<file path="src/rtl/iterative_shifter_pkg.sv">
// Shared definitions for the iterative shift/rotate engine.
//   - op codes carried on in_op (3 bits)
//   - FSM state encoding
//   - helper to recognise the reserved op codes
package iterative_shifter_pkg;

  localparam logic [2:0] OP_LSL = 3'd0;
  localparam logic [2:0] OP_LSR = 3'd1;
  localparam logic [2:0] OP_ASL = 3'd2;
  localparam logic [2:0] OP_ASR = 3'd3;
  localparam logic [2:0] OP_ROL = 3'd4;
  localparam logic [2:0] OP_ROR = 3'd5;
  // Codes 6 and 7 are reserved.
  localparam logic [2:0] OP_RSV_LO = 3'd6;

  typedef enum logic [1:0] {
    ST_IDLE  = 2'd0,
    ST_SHIFT = 2'd1,
    ST_DONE  = 2'd2
  } state_t;

  function automatic logic is_reserved(input logic [2:0] op);
    return (op >= OP_RSV_LO);
  endfunction

endpackage

</file>
<file path="src/rtl/iterative_shifter_shift_step_1b.sv">
// shift_step_1b: combinational single-bit shift/rotate step.
// Ports:
//   word      - current word
//   op        - op code (iterative_shifter_pkg::OP_*)
//   next_word - word after one step
//   carry     - bit shifted or rotated out by this step
// Reserved op codes pass the word through with carry 0.
module shift_step_1b
  import iterative_shifter_pkg::*;
#(
  parameter int WIDTH = 4
) (
  input  logic [WIDTH-1:0] word,
  input  logic [2:0]       op,
  output logic [WIDTH-1:0] next_word,
  output logic             carry
);

  always_comb begin
    next_word = word;
    carry     = 1'b0;
    case (op)
      OP_LSL, OP_ASL: begin
        next_word = {word[WIDTH-2:0], 1'b0};
        carry     = word[WIDTH-1];
      end
      OP_LSR: begin
        next_word = {1'b0, word[WIDTH-1:1]};
        carry     = word[0];
      end
      OP_ASR: begin
        next_word = {word[WIDTH-1], word[WIDTH-1:1]};
        carry     = word[0];
      end
      OP_ROL: begin
        next_word = {word[WIDTH-2:0], word[WIDTH-1]};
        carry     = word[WIDTH-1];
      end
      OP_ROR: begin
        next_word = {word[0], word[WIDTH-1:1]};
        carry     = word[0];
      end
      default: begin
        next_word = word;
        carry     = 1'b0;
      end
    endcase
  end

endmodule

</file>
<file path="src/rtl/iterative_shifter.sv">
// iterative_shifter: sequential shift/rotate engine, one bit per clock.
// Ports:
//   clk, rst_n             - clock (rising edge), async active-low reset
//   in_valid/in_ready      - operand handshake; in_data, in_op, in_amt
//   out_valid/out_ready    - result handshake; out_data, out_carry, out_err
//   dbg_state              - current FSM state (iterative_shifter_pkg::state_t)
// Handshake rule: a transfer happens on a rising clk edge where valid and
// ready are both 1. in_ready is high only in IDLE, out_valid only in DONE,
// so a result handoff and a new acceptance never share a cycle.
module iterative_shifter
  import iterative_shifter_pkg::*;
#(
  parameter int WIDTH   = 4,
  parameter int SHAMT_W = 2
) (
  input  logic               clk,
  input  logic               rst_n,
  input  logic               in_valid,
  output logic               in_ready,
  input  logic [WIDTH-1:0]   in_data,
  input  logic [2:0]         in_op,
  input  logic [SHAMT_W-1:0] in_amt,
  output logic               out_valid,
  input  logic               out_ready,
  output logic [WIDTH-1:0]   out_data,
  output logic               out_carry,
  output logic               out_err,
  output logic [1:0]         dbg_state
);

  state_t             state, state_nxt;
  logic [SHAMT_W-1:0] count;
  logic [WIDTH-1:0]   word;
  logic [2:0]         op;
  logic               carry;
  logic               err;

  logic [WIDTH-1:0]   step_word;
  logic               step_carry;

  logic accept;
  // An op that finishes without any shifting: reserved code or zero amount.
  logic skip_shift;

  assign accept     = (state == ST_IDLE) && in_valid;
  assign skip_shift = is_reserved(in_op) || (in_amt == '0);

  shift_step_1b #(.WIDTH(WIDTH)) u_step (
    .word      (word),
    .op        (op),
    .next_word (step_word),
    .carry     (step_carry)
  );

  // State register
  always_ff @(posedge clk or negedge rst_n) begin
    if (!rst_n) state <= ST_IDLE;
    else        state <= state_nxt;
  end

  // Next-state logic
  always_comb begin
    state_nxt = state;
    case (state)
      ST_IDLE: begin
        if (in_valid) state_nxt = skip_shift ? ST_DONE : ST_SHIFT;
      end
      ST_SHIFT: begin
        if (count == SHAMT_W'(1)) state_nxt = ST_DONE;
      end
      ST_DONE: begin
        if (out_ready) state_nxt = ST_IDLE;
      end
      default: state_nxt = ST_IDLE;
    endcase
  end

  // Output logic
  always_comb begin
    in_ready  = (state == ST_IDLE);
    out_valid = (state == ST_DONE);
    dbg_state = state;
  end

  // Datapath: held word, op, remaining count, carry and error flag.
  // Amounts >= WIDTH need no special casing: repeating the single-bit
  // step naturally saturates shifts and wraps rotates.
  always_ff @(posedge clk or negedge rst_n) begin
    if (!rst_n) begin
      word  <= '0;
      op    <= OP_LSL;
      count <= '0;
      carry <= 1'b0;
      err   <= 1'b0;
    end else if (accept) begin
      word  <= in_data;
      op    <= in_op;
      count <= skip_shift ? '0 : in_amt;
      carry <= 1'b0;
      err   <= is_reserved(in_op);
    end else if (state == ST_SHIFT) begin
      word  <= step_word;
      carry <= step_carry;
      count <= count - SHAMT_W'(1);
    end
  end

  assign out_data  = word;
  assign out_carry = carry;
  assign out_err   = err;

endmodule

</file>
<file path="config.mk">
export PLATFORM = sky130hd
export DESIGN_NAME = iterative_shifter
export DESIGN_NICKNAME = d
export VERILOG_FILES = /design/src/rtl/iterative_shifter_pkg.sv /design/src/rtl/iterative_shifter_shift_step_1b.sv /design/src/rtl/iterative_shifter.sv
export SDC_FILE = /design/constraint.sdc
export NUM_CORES = 1
export LEC_CHECK = 0
export BUFFER_PORTS_ARGS = -buffer_cell sky130_fd_sc_hd__buf_2
export CORE_MARGIN = 2
export CORE_UTILIZATION = 45
export CTS_CLUSTER_SIZE = 24
export DETAILED_ROUTE_END_ITERATION = 6
export PLACE_DENSITY = 0.79
export SYNTH_ARGS = -nofsm -noshare
export SYNTH_HDL_FRONTEND = slang
export SYNTH_SLANG_ARGS = --single-unit
</file>
<file path="constraint.sdc">
create_clock -name clk -period 1.25 [get_ports clk]
set_clock_uncertainty 0.15 [all_clocks]
set_input_delay 0.0625 -clock clk [delete_from_list [all_inputs] [get_ports clk]]
set_output_delay 0.0625 -clock clk [all_outputs]
set_load 0.01 [all_outputs]
</file>
Yosys cells after proc, flatten, opt, wreduce, memory -nomap -nowiden
Cells that the tools add are included. Widths: inputs -> output; s select.

Memory bits (writable): 0. Register bits: 13. Memories kept: 0. Input bits: 13. Output and inout bits: 10. Bits in read-only memories: 0. Bits in latches: 0. Word-level logic and storage cells: 49.

Divide/modulo/power cells: 0. Multiply operators: 0. $lt $le $gt $ge: 1. Shift-type cells: 0. Equality and inequality tests: 12. Bitwise gates (word level): 0. Muxes and demuxes: 14. Reductions and logical operators: 14. $add $sub $neg: 1.

Operator list (count): $pmux 4 s5 (1); $mux 2 (7); $mux 4 (2); $eq 3x2->1 const B (2); $eq 3x3->1 const B (2); $ne 2x2->1 const B (3); $pmux 2 s3 (1); $reduce_and 3->1 (2); $reduce_bool 6->1 (1); $reduce_or 3->1 (2); $reduce_bool 5->1 (1); $eq 2x1->1 const B (2); $logic_not 2->1 (2); $eq 3x1->1 const B (1); $ge 3x3->1 const B (1); $logic_not 3->1 (1); $eq 2x2->1 const B (1); $mux 1 (2); $ne 2x1->1 const B (1); $pmux 1 s2 (1); $reduce_and 2->1 (1); $reduce_bool 2->1 (1); $reduce_or 2->1 (1); $sub 2x1->2 const B (1); other kinds (2) (2).

Longest topological paths before layout
Gate-level depths: netlist of the first run.

Depth in word-level cells: 5. Mapped depth: 5. Mapped depth without buffers: 5.

Modules after synthesis
From an unflattened synthesis of the first run, not the netlist that was laid out.

Cell total of the unflattened synthesis: 82. Area, all modules: 763.2 um^2.

Modules (own cells, without submodules): iterative_shifter (sequential area each 325.3 um^2, times used 1, cells an instance 64, area an instance 641.9 um^2); shift_step_1b (sequential area each 0.0 um^2, times used 1, cells an instance 18, area an instance 121.4 um^2).

Worst setup path after synthesis of the first run
Ideal clock, no wire load.

Path kind: flip-flop to flip-flop. Start point: register state[1], in the netlist dbg_state[1]. End point: register word[3], in the netlist out_data[3]. Setup time: 132 ps. Data arrival time: 1171 ps. Path slack: -203 ps. Cell stages (with the launch flop): 6. Buffers on the path: 2. Required time: 968 ps. Period minus slack after synthesis: 1453 ps. Cell sequence: dfrtp_1 > buf_6 > or3b_1 > buf_6 > nor2_4 > o41ai_2.

Cells in the longest elaborated chain, start to end: 4. Elaborated cells on any way between the ends: 8. Classes of those cells: 2 x eq/ne; 1 x mux; 5 x reduce/logical.

Ends and longest elaborated chain: start, declared (line iterative_shifter.sv:31) `state_t state, state_nxt;`; start signal, assigned (line iterative_shifter.sv:58) `else state <= state_nxt;`; $logic_not 2->1 (line iterative_shifter.sv:45) `assign accept = (state == ST_IDLE) && in_valid;`; $logic_and 1x1->1 (line iterative_shifter.sv:45); $reduce_bool 5->1 (no line), or another cell as far along; $reduce_and 3->1 (no line); end signal, assigned (line iterative_shifter.sv:96) `word <= in_data;`; end signal, assigned (line iterative_shifter.sv:102) `word <= step_word;`; end, declared (line iterative_shifter.sv:33) `logic [WIDTH-1:0] word;`.

Parallel ways exist; a longest one is shown, timed or not. A chain may end at the register's enable or synchronous reset.

Worst setup path after layout of the first run
Start point: register state[0], in the netlist dbg_state[0]. End point: register word[0], in the netlist out_data[0].

Cells in the longest elaborated chain, start to end: 4. Elaborated cells on any way between the ends: 7. Classes of those cells: 1 x eq/ne; 1 x mux; 5 x reduce/logical.

Ends and longest elaborated chain (line): $logic_not 2->1 (iterative_shifter.sv:45); $logic_and 1x1->1 (iterative_shifter.sv:45); $reduce_bool 6->1 (no line) or $reduce_bool 2->1 (tied branches); $reduce_and 2->1 (no line).

Parallel ways exist; a longest one is shown, timed or not.

==> metrics.txt, run 1 <==
# TYPE chip_impl_metric gauge
chip_impl_info{name="outcome",value="finished with violations"} 1
chip_impl_info{name="failed_checks",value="setup timing"} 1
chip_impl_metric{name="synth_compound_area_share",unit="%"} 24.30
chip_impl_metric{name="h-tree-depth",unit=""} 1
chip_impl_metric{name="design_power_total",unit="W"} 0.002986
chip_impl_metric{name="clkSinkCount",unit=""} 13
chip_impl_metric{name="groute.layer.met3.usage",unit="%"} 4.615
chip_impl_metric{name="avgRoutedWirePerCell",unit="um"} 14.79
chip_impl_metric{name="clk_transition_reported_paths",unit="ns"} 0.08
chip_impl_metric{name="first_pass_grt_wire_length",unit="mm"} 3.332
chip_impl_metric{name="max_cap_viols",unit=""} 0
chip_impl_metric{name="post_syn_instances",unit=""} 84
chip_impl_metric{name="route.detailed.drc",unit=""} 0
chip_impl_metric{name="placedCellCount",unit=""} 142
chip_impl_metric{name="synth.cell_area",unit="um2"} 844.6
chip_impl_info{name="critical_path.most_common_cell",value="sky130_fd_sc_hd__buf_6"} 1
chip_impl_metric{name="irDropWorstVdd",unit="mV"} 1.456
chip_impl_info{name="timing.critical_path.max_delay_family",value="flip-flops"} 1
chip_impl_metric{name="postSynthRegisterBits",unit=""} 13
chip_impl_metric{name="async_reset_ff_share",unit="%"} 100.0
chip_impl_metric{name="worstSkewPairLatency",unit="ns"} 0.28
chip_impl_info{name="timing.hold.worst.class",value="input pin to async pin"} 1
chip_impl_metric{name="post_synth_xor_area_fraction",unit="%"} 1.037
chip_impl_metric{name="portBuffers",unit=""} 22
chip_impl_info{name="library_cell_contributing_the_largest_single_delay_on_the_critical_path",value="sky130_fd_sc_hd__dfrtp_2"} 1
chip_impl_metric{name="dieArea",unit="um2"} 2239
chip_impl_metric{name="numCtsBuffers",unit=""} 3
chip_impl_metric{name="dieHeight",unit="um"} 47.32
chip_impl_metric{name="first_global_vias",unit=""} 774
chip_impl_metric{name="synth_edf_count",unit=""} 0
chip_impl_metric{name="global_routing_usage_on_met1",unit="%"} 26.60
chip_impl_info{name="crit_path_start_kind",value="flip-flop"} 1
chip_impl_metric{name="initial_core_util",unit="%"} 48.39
chip_impl_metric{name="finalSetupViolCount",unit=""} 15
chip_impl_metric{name="finalWirelength",unit="mm"} 2.308
chip_impl_metric{name="dieWidth",unit="um"} 47.32
chip_impl_info{name="clock_tree_from_tritoncts",value="yes"} 1
chip_impl_metric{name="dr.first_iter.drc_count",unit=""} 16
chip_impl_info{name="cell_taking_the_most_area_after_synthesis",value="sky130_fd_sc_hd__dfrtp_1"} 1
chip_impl_metric{name="powerDensity",unit="nW/um2"} 2317
chip_impl_metric{name="relSlewSlack",unit="%"} 79.96
chip_impl_metric{name="muxShareOfSynthArea",unit="%"} 2.370
chip_impl_metric{name="post_synth_fa_ha_maj_area_fraction",unit="%"} 1.481
chip_impl_info{name="synth.top_cells.by_area",value="sky130_fd_sc_hd__dfrtp_1 39%, sky130_fd_sc_hd__buf_6 5.3%, sky130_fd_sc_hd__nand2_1 5.3%"} 1
chip_impl_metric{name="fp-row-count",unit=""} 15
chip_impl_metric{name="critPathMaxFanout",unit=""} 5
chip_impl_metric{name="cts-root-to-sink-buffers",unit=""} 2
chip_impl_metric{name="place.gp.congestion",unit=""} 0.8397
chip_impl_metric{name="synthesis.yosys.warnings",unit=""} 0
chip_impl_info{name="worst_setup_path_end_kind",value="flip-flop"} 1
chip_impl_info{name="root_buffer",value="sky130_fd_sc_hd__clkbuf_4"} 1
chip_impl_metric{name="power.leakage",unit="nW"} 0.6192
chip_impl_metric{name="detailroute.via_count",unit=""} 821
chip_impl_metric{name="synthesis.nets",unit=""} 98
chip_impl_info{name="globalRoute.busiestLayer",value="met2"} 1
chip_impl_metric{name="grt_use_met2",unit="%"} 37.03
chip_impl_info{name="rsz_0062_raised_after_global_routing",value="true"} 1
chip_impl_info{name="postSynth.topFlopCell",value="sky130_fd_sc_hd__dfrtp_1"} 1
chip_impl_metric{name="grt_antenna_before_repair",unit=""} 0
chip_impl_metric{name="routed_via_density",unit=""} 5.263
chip_impl_info{name="path_class",value="flip-flop to flip-flop"} 1
chip_impl_metric{name="synthesis.area_per_instance",unit="um2"} 10.05
chip_impl_metric{name="placement_setup_slack",unit="ns"} -0.2349
chip_impl_metric{name="min_period_over_period",unit="%"} 114.1
chip_impl_metric{name="final_hold_viol_count",unit=""} 0
chip_impl_metric{name="layout_cell_share_with_drive_strength_beyond_1",unit="%"} 55.73
chip_impl_metric{name="stdcell_count",unit=""} 156
chip_impl_metric{name="antenna_cells",unit=""} 0
chip_impl_metric{name="core_area",unit="um2"} 1745
chip_impl_metric{name="max_slew.worst_pin.slew",unit="ns"} 0.3006
chip_impl_metric{name="achievable-frequency",unit="MHz"} 701.4
chip_impl_metric{name="flow.area_growth_from_synthesis",unit="%"} 52.59
chip_impl_metric{name="globalRoute.totalOverflow",unit=""} 0
chip_impl_metric{name="worst-path-buf-inv",unit=""} 2
chip_impl_metric{name="critPathMaxStageDelay",unit="ns"} 0.46
chip_impl_info{name="worstPathCellList",value="nor3b_4 -> buf_6 -> buf_6 -> a211o_1 -> a2bb2oi_2"} 1
chip_impl_metric{name="synth_simple_gate_area_share",unit="%"} 23.26
chip_impl_metric{name="finalCriticalPeriod",unit="ns"} 1.426
chip_impl_metric{name="grt_usage",unit="%"} 22.42
chip_impl_metric{name="timing.critical_path.arrival",unit="ns"} 1.44
chip_impl_metric{name="dp_hpwl",unit="mm"} 1.555
chip_impl_metric{name="synthDominantCellAreaShare",unit="%"} 38.52
chip_impl_metric{name="seq_area_frac_synth",unit="%"} 38.52
chip_impl_metric{name="drt_pass_1_iters",unit=""} 4
chip_impl_metric{name="boundaryPins",unit=""} 23
chip_impl_metric{name="netlist-cell-type-count",unit=""} 41
chip_impl_metric{name="grt_start_max_net_pins",unit=""} 14
chip_impl_metric{name="final_nets",unit=""} 146
chip_impl_metric{name="ant_nets",unit=""} 0
chip_impl_metric{name="cp.required",unit="ns"} 1.27
chip_impl_info{name="synth_top_family_by_area",value="compound AO/OA/AOI/OAI gates"} 1
chip_impl_metric{name="maxSlewViolCount",unit=""} 0
chip_impl_metric{name="setup_ws",unit="ns"} -0.1757
cell type report:
cell class	count	area, um2
tap	25	31.28
sequential	13	330.3
timing repair buffer	49	346.6
clock buffer	4	26.28
inverter	5	18.77
multi-input combinational	60	535.5
fill	137	456.7
logic make-up after synthesis:
logic type               after synthesis
flip-flops                            13
adder cells (fa/ha/maj)                1
multiplexers                           2
AO/OA/AOI/OAI                         24
XOR/XNOR                               1
AND/OR/NAND/NOR                       32
buffers and inverters                 11
worst paths after layout:
path                                    end          from  slack [ns]  depth (start not counted)
worst max-delay path            out_data[0]  dbg_state[0]       -0.18                          5
worst min-delay path               count[0]         rst_n        0.04                          2
worst max register to register  out_data[0]  dbg_state[0]       -0.18                          5
worst min register to register      out_err       out_err        0.36                          2
max in group asynchronous             op[1]         rst_n        0.65                          2
min in group clk                out_data[1]    in_data[1]        0.04                          3
routing by layer:
metal / up-vias / part of all wire [%]
met5: - / 0
met4: 0 / 2.1
met3: 4 / 3.5
met2: 29 / 52
met1: 393 / 42
li1: 395 / -
Yosys cell counts, drive strengths merged, types with 2 or more instances:
cell type,number
nand2b,3
nor2b,2
o32ai,2
o21ai,3
buf,6
nand3,4
a21oi,2
mux2i,2
nor2,3
and2,3
a22oi,2
inv,5
nand2,12
dfrtp,13
o211ai,2
a221oi,3
cell usage in the layout (no fill, tap or decap), drive strengths merged, types with 3 or more instances in the layout:
cell	n
buf	41
dfrtp	13
nand2	12
dlygate4sd3	8
inv	5
clkbuf	4
nand3	4
and2	3
a221oi	3
nor2	3
o21ai	3
nand2b	3
power breakdown:
| part | internal [W] | total, W | leakage, nW | switching [W] |
|---|---|---|---|---|
| registers | 0.000620 | 0.000858 | 0.159 | 0.000237 |
| logic | 0.000972 | 0.00186 | 0.445 | 0.000890 |
| clock network | 0.000124 | 0.000266 | 0.0150 | 0.000142 |
| total | 0.00172 | 0.00299 | 0.619 | 0.00127 |
sequential cells by signal, summed over array words and instances (netlist names):
register / count
out_data: 4
op: 3
count: 2
dbg_state: 2
out_carry: 1
out_err: 1
stage by stage:
| stage | setup TNS [ns] | hold slack [ns] | util, % | cell area [um2] |
|---|---|---|---|---|
| detailed placement | -2.428 | -0.1837 | 61.22 | 1069 |
| global placement | -2.068 | -0.1841 | 61.22 | 1069 |
| CTS | -1.956 | 0.01181 | 69.89 | 1220 |
| floorplan | -1.862 | -0.3831 | - | 863.3 |
| finish | -1.846 | 0.03651 | 73.84 | 1289 |
| global route | -2.570 | 0.05211 | 73.84 | 1289 |
what timing repair did:
| action | CTS | global route |
|---|---|---|
| hold buffers | 8 | 0 |
| buffers inserted | 2 | 1 |
| pin swaps | 11 | 5 |
| endpoints found under the setup margin | 16 | 17 |
| resized for setup | 14 | 12 |
| endpoints found under the hold margin | 23 | 0 |
Note: power is estimated with default switching activity, not from simulation.
==> run 2, diff against run 1 <==
--- a/config.mk
+++ b/config.mk
@@ -11,6 +11,7 @@
 export CTS_CLUSTER_SIZE = 24
 export DETAILED_ROUTE_END_ITERATION = 6
 export PLACE_DENSITY = 0.79
+export REMOVE_ABC_BUFFERS = 1
 export SYNTH_ARGS = -nofsm -noshare
 export SYNTH_HDL_FRONTEND = slang
 export SYNTH_SLANG_ARGS = --single-unit
==> run 2 against run 1 <==
- the flow still finishes with violations (setup timing)
- routed wire length shrank 4.1%
- fmax grew 3.1%
- count of clock-buffer cells in the layout stayed put
- hold slack got worse by 0.024 ns
- final cell count decreased by 3.2%
- global-route usage fell by 0.47 points
- final area down 2.7%
- register-to-register slack better by 0.04 ns
- die area unchanged
- total power shrank 2.3%
- sequential power hardly changed
- largest cell class unchanged
==> metrics.txt, run 2 (synthesis results as in run 1) <==
# TYPE chip_impl_metric gauge
chip_impl_info{name="outcome",value="finished with violations"} 1
chip_impl_info{name="failed_checks",value="setup timing"} 1
chip_impl_metric{name="switching_power",unit="W"} 0.001235
chip_impl_info{name="most_common_cell_after_layout_fill_and_taps_aside",value="sky130_fd_sc_hd__buf_2"} 1
chip_impl_metric{name="number_of_flip_flops_in_the_largest_register",unit=""} 4
chip_impl_metric{name="core_area",unit="um2"} 1745
chip_impl_metric{name="placedCellCount",unit=""} 137
chip_impl_info{name="hold_path_end",value="out_data[2]"} 1
chip_impl_metric{name="stdcell_count",unit=""} 151
chip_impl_metric{name="power.leakage",unit="nW"} 0.5945
chip_impl_metric{name="max_slew.worst_pin.slew",unit="ns"} 0.3610
chip_impl_metric{name="grt_antenna_before_repair",unit=""} 0
chip_impl_metric{name="grt_start_max_net_pins",unit=""} 14
chip_impl_metric{name="numCtsBuffers",unit=""} 3
chip_impl_metric{name="first_pass_grt_wire_length",unit="mm"} 3.305
chip_impl_metric{name="portBuffers",unit=""} 22
chip_impl_metric{name="seqPwrFrac",unit="%"} 29.4
chip_impl_metric{name="powerDensity",unit="nW/um2"} 2326
chip_impl_metric{name="boundaryPins",unit=""} 23
chip_impl_metric{name="final_hold_viol_count",unit=""} 0
chip_impl_metric{name="flow.area_growth_from_synthesis",unit="%"} 48.44
chip_impl_metric{name="initial_core_util",unit="%"} 48.39
chip_impl_metric{name="drt_pass_1_iters",unit=""} 4
chip_impl_metric{name="h-tree-depth",unit=""} 1
chip_impl_metric{name="register_area",unit="um2"} 330.3
chip_impl_metric{name="antenna_cells",unit=""} 0
chip_impl_metric{name="p_int",unit="W"} 0.001681
chip_impl_info{name="crit_start",value="dbg_state[0]"} 1
chip_impl_info{name="root_buffer",value="sky130_fd_sc_hd__clkbuf_4"} 1
chip_impl_metric{name="irDropWorstVdd",unit="mV"} 0.9204
chip_impl_metric{name="worstSkewPairLatency",unit="ns"} 0.28
chip_impl_info{name="clock_tree_from_tritoncts",value="yes"} 1
chip_impl_info{name="path_class",value="flip-flop to flip-flop"} 1
chip_impl_info{name="worstPathCellList",value="or3b_4 -> nor2_4 -> o41ai_2"} 1
chip_impl_metric{name="detailroute.via_count",unit=""} 825
chip_impl_metric{name="cp.required",unit="ns"} 1.27
chip_impl_info{name="timing.hold.worst.class",value="input pin to flip-flop"} 1
chip_impl_metric{name="worst_hold_path.num_cells",unit=""} 3
chip_impl_info{name="rsz_0062_raised_after_global_routing",value="true"} 1
chip_impl_metric{name="r2r_slack",unit="ns"} -0.13
chip_impl_metric{name="ant_nets",unit=""} 0
chip_impl_metric{name="clkSinkCount",unit=""} 13
chip_impl_metric{name="dieHeight",unit="um"} 47.32
chip_impl_info{name="worst_setup_path_end_kind",value="flip-flop"} 1
chip_impl_metric{name="globalRoute.totalOverflow",unit=""} 0
chip_impl_metric{name="dieArea",unit="um2"} 2239
chip_impl_info{name="critical_path.reg2reg.endpoint",value="out_data[3]"} 1
chip_impl_metric{name="min_period_over_period",unit="%"} 110.7
chip_impl_metric{name="finalWirelength",unit="mm"} 2.214
chip_impl_info{name="library_cell_contributing_the_largest_single_delay_on_the_critical_path",value="sky130_fd_sc_hd__or3b_4"} 1
chip_impl_metric{name="finalCriticalPeriod",unit="ns"} 1.383
chip_impl_metric{name="achievable-frequency",unit="MHz"} 722.9
chip_impl_metric{name="critPathMaxFanout",unit=""} 8
chip_impl_metric{name="multi_input_area",unit="um2"} 524.3
chip_impl_metric{name="hold_ws",unit="ns"} 0.01203
chip_impl_metric{name="fp-row-count",unit=""} 15
chip_impl_metric{name="layout_cell_share_with_drive_strength_beyond_1",unit="%"} 51.59
chip_impl_metric{name="dr.first_iter.drc_count",unit=""} 18
chip_impl_metric{name="setup_ws",unit="ns"} -0.1333
chip_impl_info{name="reg2reg_from",value="dbg_state[0]"} 1
chip_impl_metric{name="routed_via_density",unit=""} 5.464
chip_impl_metric{name="critPathMaxStageDelay",unit="ns"} 0.49
chip_impl_metric{name="relSlewSlack",unit="%"} 75.83
chip_impl_metric{name="place.gp.congestion",unit=""} 0.8026
chip_impl_metric{name="first_global_vias",unit=""} 759
chip_impl_metric{name="final_nets",unit=""} 141
chip_impl_info{name="crit_path_start_kind",value="flip-flop"} 1
chip_impl_metric{name="share_of_total_power_consumed_by_net_switching",unit="%"} 42.35
chip_impl_metric{name="clk_transition_reported_paths",unit="ns"} 0.08
chip_impl_metric{name="maxSlewViolCount",unit=""} 0
chip_impl_metric{name="dp_hpwl",unit="mm"} 1.490
chip_impl_metric{name="max_cap_viols",unit=""} 0
chip_impl_metric{name="dieWidth",unit="um"} 47.32
chip_impl_metric{name="cts-root-to-sink-buffers",unit=""} 2
chip_impl_metric{name="finalSetupViolCount",unit=""} 16
chip_impl_info{name="mostFrequentLayoutCells",value="20 x sky130_fd_sc_hd__buf_2, 11 x sky130_fd_sc_hd__nand2_1, 10 x sky130_fd_sc_hd__buf_4"} 1
chip_impl_metric{name="power.clock.fraction",unit="%"} 9.2
chip_impl_info{name="hp-start",value="in_data[2]"} 1
chip_impl_metric{name="filler_cell_count",unit=""} 99
chip_impl_metric{name="grt_usage",unit="%"} 21.95
chip_impl_metric{name="share_comb_of_total_power",unit="%"} 61.4
chip_impl_metric{name="route.detailed.drc",unit=""} 0
chip_impl_metric{name="avgRoutedWirePerCell",unit="um"} 14.66
chip_impl_metric{name="timing.critical_path.arrival",unit="ns"} 1.40
chip_impl_metric{name="worstRegToRegCells",unit=""} 3
run 2: cell types whose count changed in the layout (fill, tap and decap cells not counted), sizes merged:
| cell | change |
|---|---|
| buf | -5 |
run 2: metal layers:
metal / global-route usage, % / part of all wire, % / wire (um) / vias to the layer above
li1: - / - / - / 391
met1: 27.55 / 45 / 986 / 394
met3: 3.077 / 4.1 / 90 / 12
met2: 33.51 / 47 / 1040 / 28
met5: 0 / 0 / 0 / -
met4: 17.22 / 4.4 / 97 / 0
run 2: what timing repair did:
action | 4_1_cts | 5_1_grt
pin swaps | 6 | 5
setup buffers | 3 | 1
hold buffers | 8 | 0
setup endpoints to repair | 17 | 17
endpoints found under the hold margin | 21 | 0
gates resized for setup | 20 | 8
run 2: how the worst max path moves through the flow:
stage	slack, ns	cells past startpoint	to
finish	-0.13	3	out_data[3]
global placement	-0.21	3	count[1]
CTS	-0.15	4	out_data[3]
floorplan	-0.33	3	count[1]
global route	-0.19	3	out_data[3]
detailed placement	-0.27	3	count[1]
run 2: critical path: cells and delay by family (launching register included):
kind	cells	cell delay (ns)
compound gates	1	0.07
flops	1	0.45
simple gates	2	0.60
run 2: power by group through the flow:
stage | Combinational [W] | Clock (W) | Sequential [W]
final | 0.00179 | 0.000269 | 0.000858
after global routing | 0.00194 | 0.000294 | 0.000881
after CTS | 0.00168 | 0.000267 | 0.000837
after detailed placement | 0.00140 | 0 | 0.000828
after global placement | 0.00136 | 0 | 0.000814
after floorplan | 0.000731 | 0 | 0.000889
run 2: final cells by class:
cell class                      count  area share [%]
Multi-Input combinational cell     60           41.82
Sequential cell                    13           26.35
Clock buffer                        4           2.096
Inverter                            5           1.497
Timing Repair Buffer               44           25.75
Tap cell                           25           2.495
run 2: through the flow:
stage	total power (W)	setup TNS, ns	instance area (um2)	utilization (%)	setup slack, ns
2_1_floorplan	0.001620	-3.059	787.0	-	-0.3287
3_3_place_gp	0.002170	-1.905	1018	58.35	-0.2142
3_5_place_dp	0.002224	-2.492	1018	58.35	-0.2723
4_1_cts	0.002784	-1.541	1227	70.32	-0.1477
5_1_grt	0.003112	-2.135	1254	71.83	-0.1948
6_report	0.002916	-1.391	1254	71.83	-0.1333
==> run 3, diff against run 2 <==
--- a/config.mk
+++ b/config.mk
@@ -8,9 +8,10 @@
 export BUFFER_PORTS_ARGS = -buffer_cell sky130_fd_sc_hd__buf_2
 export CORE_MARGIN = 2
 export CORE_UTILIZATION = 45
+export CTS_CLUSTER_DIAMETER = 80
 export CTS_CLUSTER_SIZE = 24
 export DETAILED_ROUTE_END_ITERATION = 6
-export PLACE_DENSITY = 0.79
+export PLACE_DENSITY_LB_ADDON = 0.05
 export REMOVE_ABC_BUFFERS = 1
 export SYNTH_ARGS = -nofsm -noshare
 export SYNTH_HDL_FRONTEND = slang
==> run 3 against run 2 <==
- hold slack lost 0.0045 ns
- final cell count grew 1.3%
- the flow still finishes with violations (setup timing)
- worst setup slack lost 0.027 ns
- sequential power shrank 1%
- total power shrank 0.18%
- critical path depth is the same
- largest cell class unchanged
- sequential share of layout area shrank 0.79 points
==> metrics.txt, run 3 (synthesis results as in run 1) <==
# TYPE chip_impl_metric gauge
chip_impl_info{name="reg2reg_from",value="dbg_state[1]"} 1
chip_impl_metric{name="clk_transition_reported_paths",unit="ns"} 0.09
chip_impl_metric{name="irDropWorstVdd",unit="mV"} 1.400
chip_impl_info{name="timing.hold.worst.class",value="input pin to flip-flop"} 1
chip_impl_metric{name="dieWidth",unit="um"} 47.32
chip_impl_metric{name="drt_pass_1_iters",unit=""} 4
chip_impl_metric{name="dp_hpwl",unit="mm"} 1.418
chip_impl_metric{name="share_comb_of_total_power",unit="%"} 61.3
chip_impl_info{name="rsz_0062_raised_after_global_routing",value="true"} 1
chip_impl_metric{name="grt_start_max_net_pins",unit=""} 14
chip_impl_metric{name="critPathMaxStageDelay",unit="ns"} 0.50
chip_impl_metric{name="layout_cell_share_with_drive_strength_beyond_1",unit="%"} 53.91
chip_impl_metric{name="worst_hold_path.num_cells",unit=""} 3
chip_impl_metric{name="dieHeight",unit="um"} 47.32
chip_impl_info{name="most_common_cell_after_layout_fill_and_taps_aside",value="sky130_fd_sc_hd__buf_2"} 1
chip_impl_metric{name="number_of_flip_flops_in_the_largest_register",unit=""} 4
chip_impl_metric{name="globalRoute.totalOverflow",unit=""} 0
chip_impl_metric{name="boundaryPins",unit=""} 23
chip_impl_metric{name="flow.area_growth_from_synthesis",unit="%"} 52.44
chip_impl_metric{name="timing.critical_path.arrival",unit="ns"} 1.43
chip_impl_metric{name="max_cap_viols",unit=""} 0
chip_impl_metric{name="avgRoutedWirePerCell",unit="um"} 13.38
chip_impl_metric{name="grt_usage",unit="%"} 21.32
chip_impl_metric{name="filler_cell_count",unit=""} 133
chip_impl_metric{name="core_area",unit="um2"} 1745
chip_impl_metric{name="numCtsBuffers",unit=""} 3
chip_impl_metric{name="ant_nets",unit=""} 0
chip_impl_info{name="crit_start",value="dbg_state[1]"} 1
chip_impl_metric{name="dieArea",unit="um2"} 2239
chip_impl_metric{name="fp-row-count",unit=""} 15
chip_impl_metric{name="worstRegToRegCells",unit=""} 3
chip_impl_metric{name="h-tree-depth",unit=""} 1
chip_impl_metric{name="switching_power",unit="W"} 0.001209
chip_impl_metric{name="clkSinkCount",unit=""} 13
chip_impl_info{name="critical_path.reg2reg.endpoint",value="out_data[3]"} 1
chip_impl_info{name="path_class",value="flip-flop to flip-flop"} 1
chip_impl_metric{name="min_period_over_period",unit="%"} 112.8
chip_impl_metric{name="portBuffers",unit=""} 22
chip_impl_metric{name="design_power_total",unit="W"} 0.002911
chip_impl_info{name="crit_path_start_kind",value="flip-flop"} 1
chip_impl_metric{name="final_hold_viol_count",unit=""} 0
chip_impl_metric{name="finalCriticalPeriod",unit="ns"} 1.410
chip_impl_metric{name="relSlewSlack",unit="%"} 79.78
chip_impl_metric{name="finalWirelength",unit="mm"} 2.047
chip_impl_metric{name="hold_ws",unit="ns"} 0.007516
chip_impl_info{name="timing.critical_path.max_delay_family",value="simple AND/OR/NAND/NOR gates"} 1
chip_impl_info{name="hp-start",value="in_data[2]"} 1
chip_impl_metric{name="max_slew.worst_pin.slew",unit="ns"} 0.3034
chip_impl_info{name="worstPathCellList",value="or3b_4 -> nor2_4 -> o41ai_2"} 1
chip_impl_metric{name="stdcell_count",unit=""} 153
chip_impl_metric{name="first_pass_grt_wire_length",unit="mm"} 3.256
chip_impl_metric{name="placedCellCount",unit=""} 141
chip_impl_info{name="clock_tree_from_tritoncts",value="yes"} 1
chip_impl_metric{name="r2r_slack",unit="ns"} -0.16
chip_impl_metric{name="share_of_total_power_consumed_by_net_switching",unit="%"} 41.52
chip_impl_info{name="mostFrequentLayoutCells",value="18 x sky130_fd_sc_hd__buf_2, 11 x sky130_fd_sc_hd__buf_4, 10 x sky130_fd_sc_hd__dfrtp_1"} 1
chip_impl_metric{name="p_int",unit="W"} 0.001703
chip_impl_metric{name="finalSetupViolCount",unit=""} 15
chip_impl_metric{name="cp.required",unit="ns"} 1.27
chip_impl_metric{name="achievable-frequency",unit="MHz"} 709.2
chip_impl_metric{name="maxSlewViolCount",unit=""} 0
chip_impl_metric{name="antenna_cells",unit=""} 0
chip_impl_metric{name="powerDensity",unit="nW/um2"} 2261
chip_impl_metric{name="dr.first_iter.drc_count",unit=""} 19
chip_impl_info{name="hold_path_end",value="out_data[2]"} 1
chip_impl_metric{name="power.leakage",unit="nW"} 0.6145
chip_impl_metric{name="route.detailed.drc",unit=""} 0
chip_impl_metric{name="final_nets",unit=""} 143
chip_impl_metric{name="detailroute.via_count",unit=""} 809
chip_impl_metric{name="power.clock.fraction",unit="%"} 9.5
chip_impl_metric{name="final_core_utilization",unit="%"} 73.76
chip_impl_info{name="worst_setup_path_end_kind",value="flip-flop"} 1
chip_impl_metric{name="initial_core_util",unit="%"} 48.39
chip_impl_info{name="failed_checks",value="setup timing"} 1
chip_impl_metric{name="setup_ws",unit="ns"} -0.1600
chip_impl_metric{name="critPathMaxFanout",unit=""} 8
chip_impl_metric{name="cts-root-to-sink-buffers",unit=""} 2
chip_impl_metric{name="seqPwrFrac",unit="%"} 29.2
chip_impl_metric{name="routed_via_density",unit=""} 5.288
chip_impl_metric{name="worst-path-buf-inv",unit=""} 0
chip_impl_metric{name="place.gp.congestion",unit=""} 0.8563
chip_impl_info{name="library_cell_contributing_the_largest_single_delay_on_the_critical_path",value="sky130_fd_sc_hd__or3b_4"} 1
chip_impl_info{name="root_buffer",value="sky130_fd_sc_hd__clkbuf_4"} 1
chip_impl_metric{name="grt_antenna_before_repair",unit=""} 0
chip_impl_metric{name="first_global_vias",unit=""} 750
chip_impl_metric{name="worstSkewPairLatency",unit="ns"} 0.29
chip_impl_info{name="outcome",value="finished with violations"} 1
[run 3: cell count changes in the layout (fill, tap and decap cells not counted), sizes merged]
| cell | previous run | this run |
|---|---|---|
| clkbuf | 4 | 3 |
| clkinv | 0 | 1 |
| buf | 36 | 38 |
[run 3: area by class of cell]
class                      count  area, um2  area share, %
inverter                       5      18.77          1.458
multi-input combinational     60      526.8          40.91
clock inverter                 1      5.005         0.3887
sequential                    13      329.1          25.56
clock buffer                   3      22.52          1.749
timing repair buffer          46      354.1          27.50
tap                           25      31.28          2.430
[run 3: metrics by stage]
stage               area [um2]  setup TNS (ns)  setup WS [ns]
floorplan                787.0          -3.059        -0.3287
global placement          1049          -1.476        -0.1542
detailed placement        1049          -1.640        -0.1687
CTS                       1212          -1.917        -0.1677
global route              1287          -2.386        -0.1942
finish                    1287          -1.640        -0.1600
[run 3: how the worst max path moves through the flow]
stage,endpoint,cells past startpoint
after detailed placement,out_data[3],4
after global routing,out_data[2],4
after floorplan,count[1],3
final,out_data[3],3
after CTS,count[1],4
after global placement,out_data[3],4
[run 3: power by group through the flow]
| stage | registers (W) | logic, W | clock network (W) |
|---|---|---|---|
| after floorplan | 0.000889 | 0.000731 | 0 |
| after global placement | 0.000816 | 0.00140 | 0 |
| after detailed placement | 0.000821 | 0.00142 | 0 |
| after CTS | 0.000824 | 0.00160 | 0.000285 |
| after global routing | 0.000882 | 0.00196 | 0.000306 |
| final | 0.000849 | 0.00179 | 0.000277 |
[run 3: timing repair]
item                                   in CTS  in global routing
setup buffers                               0                  1
hold buffers                                8                  0
resized for setup                          14                 17
endpoints found under the hold margin      23                  0
setup endpoints to repair                  17                 17
pin swaps                                   2                  6
[run 3: routing by layer]
metal	part of all wire (%)	track usage [%]	vias up
met2	48	35.68	27
met5	0	0	-
met4	0.98	5.000	0
met1	46	27.32	382
li1	-	-	395
met3	5.0	5.769	5
[run 3: tightest hold or removal path: stages]
cell	delay (ns)
sky130_fd_sc_hd__buf_2	0.10
sky130_fd_sc_hd__a22oi_1	0.15
sky130_fd_sc_hd__o32ai_1	0.10
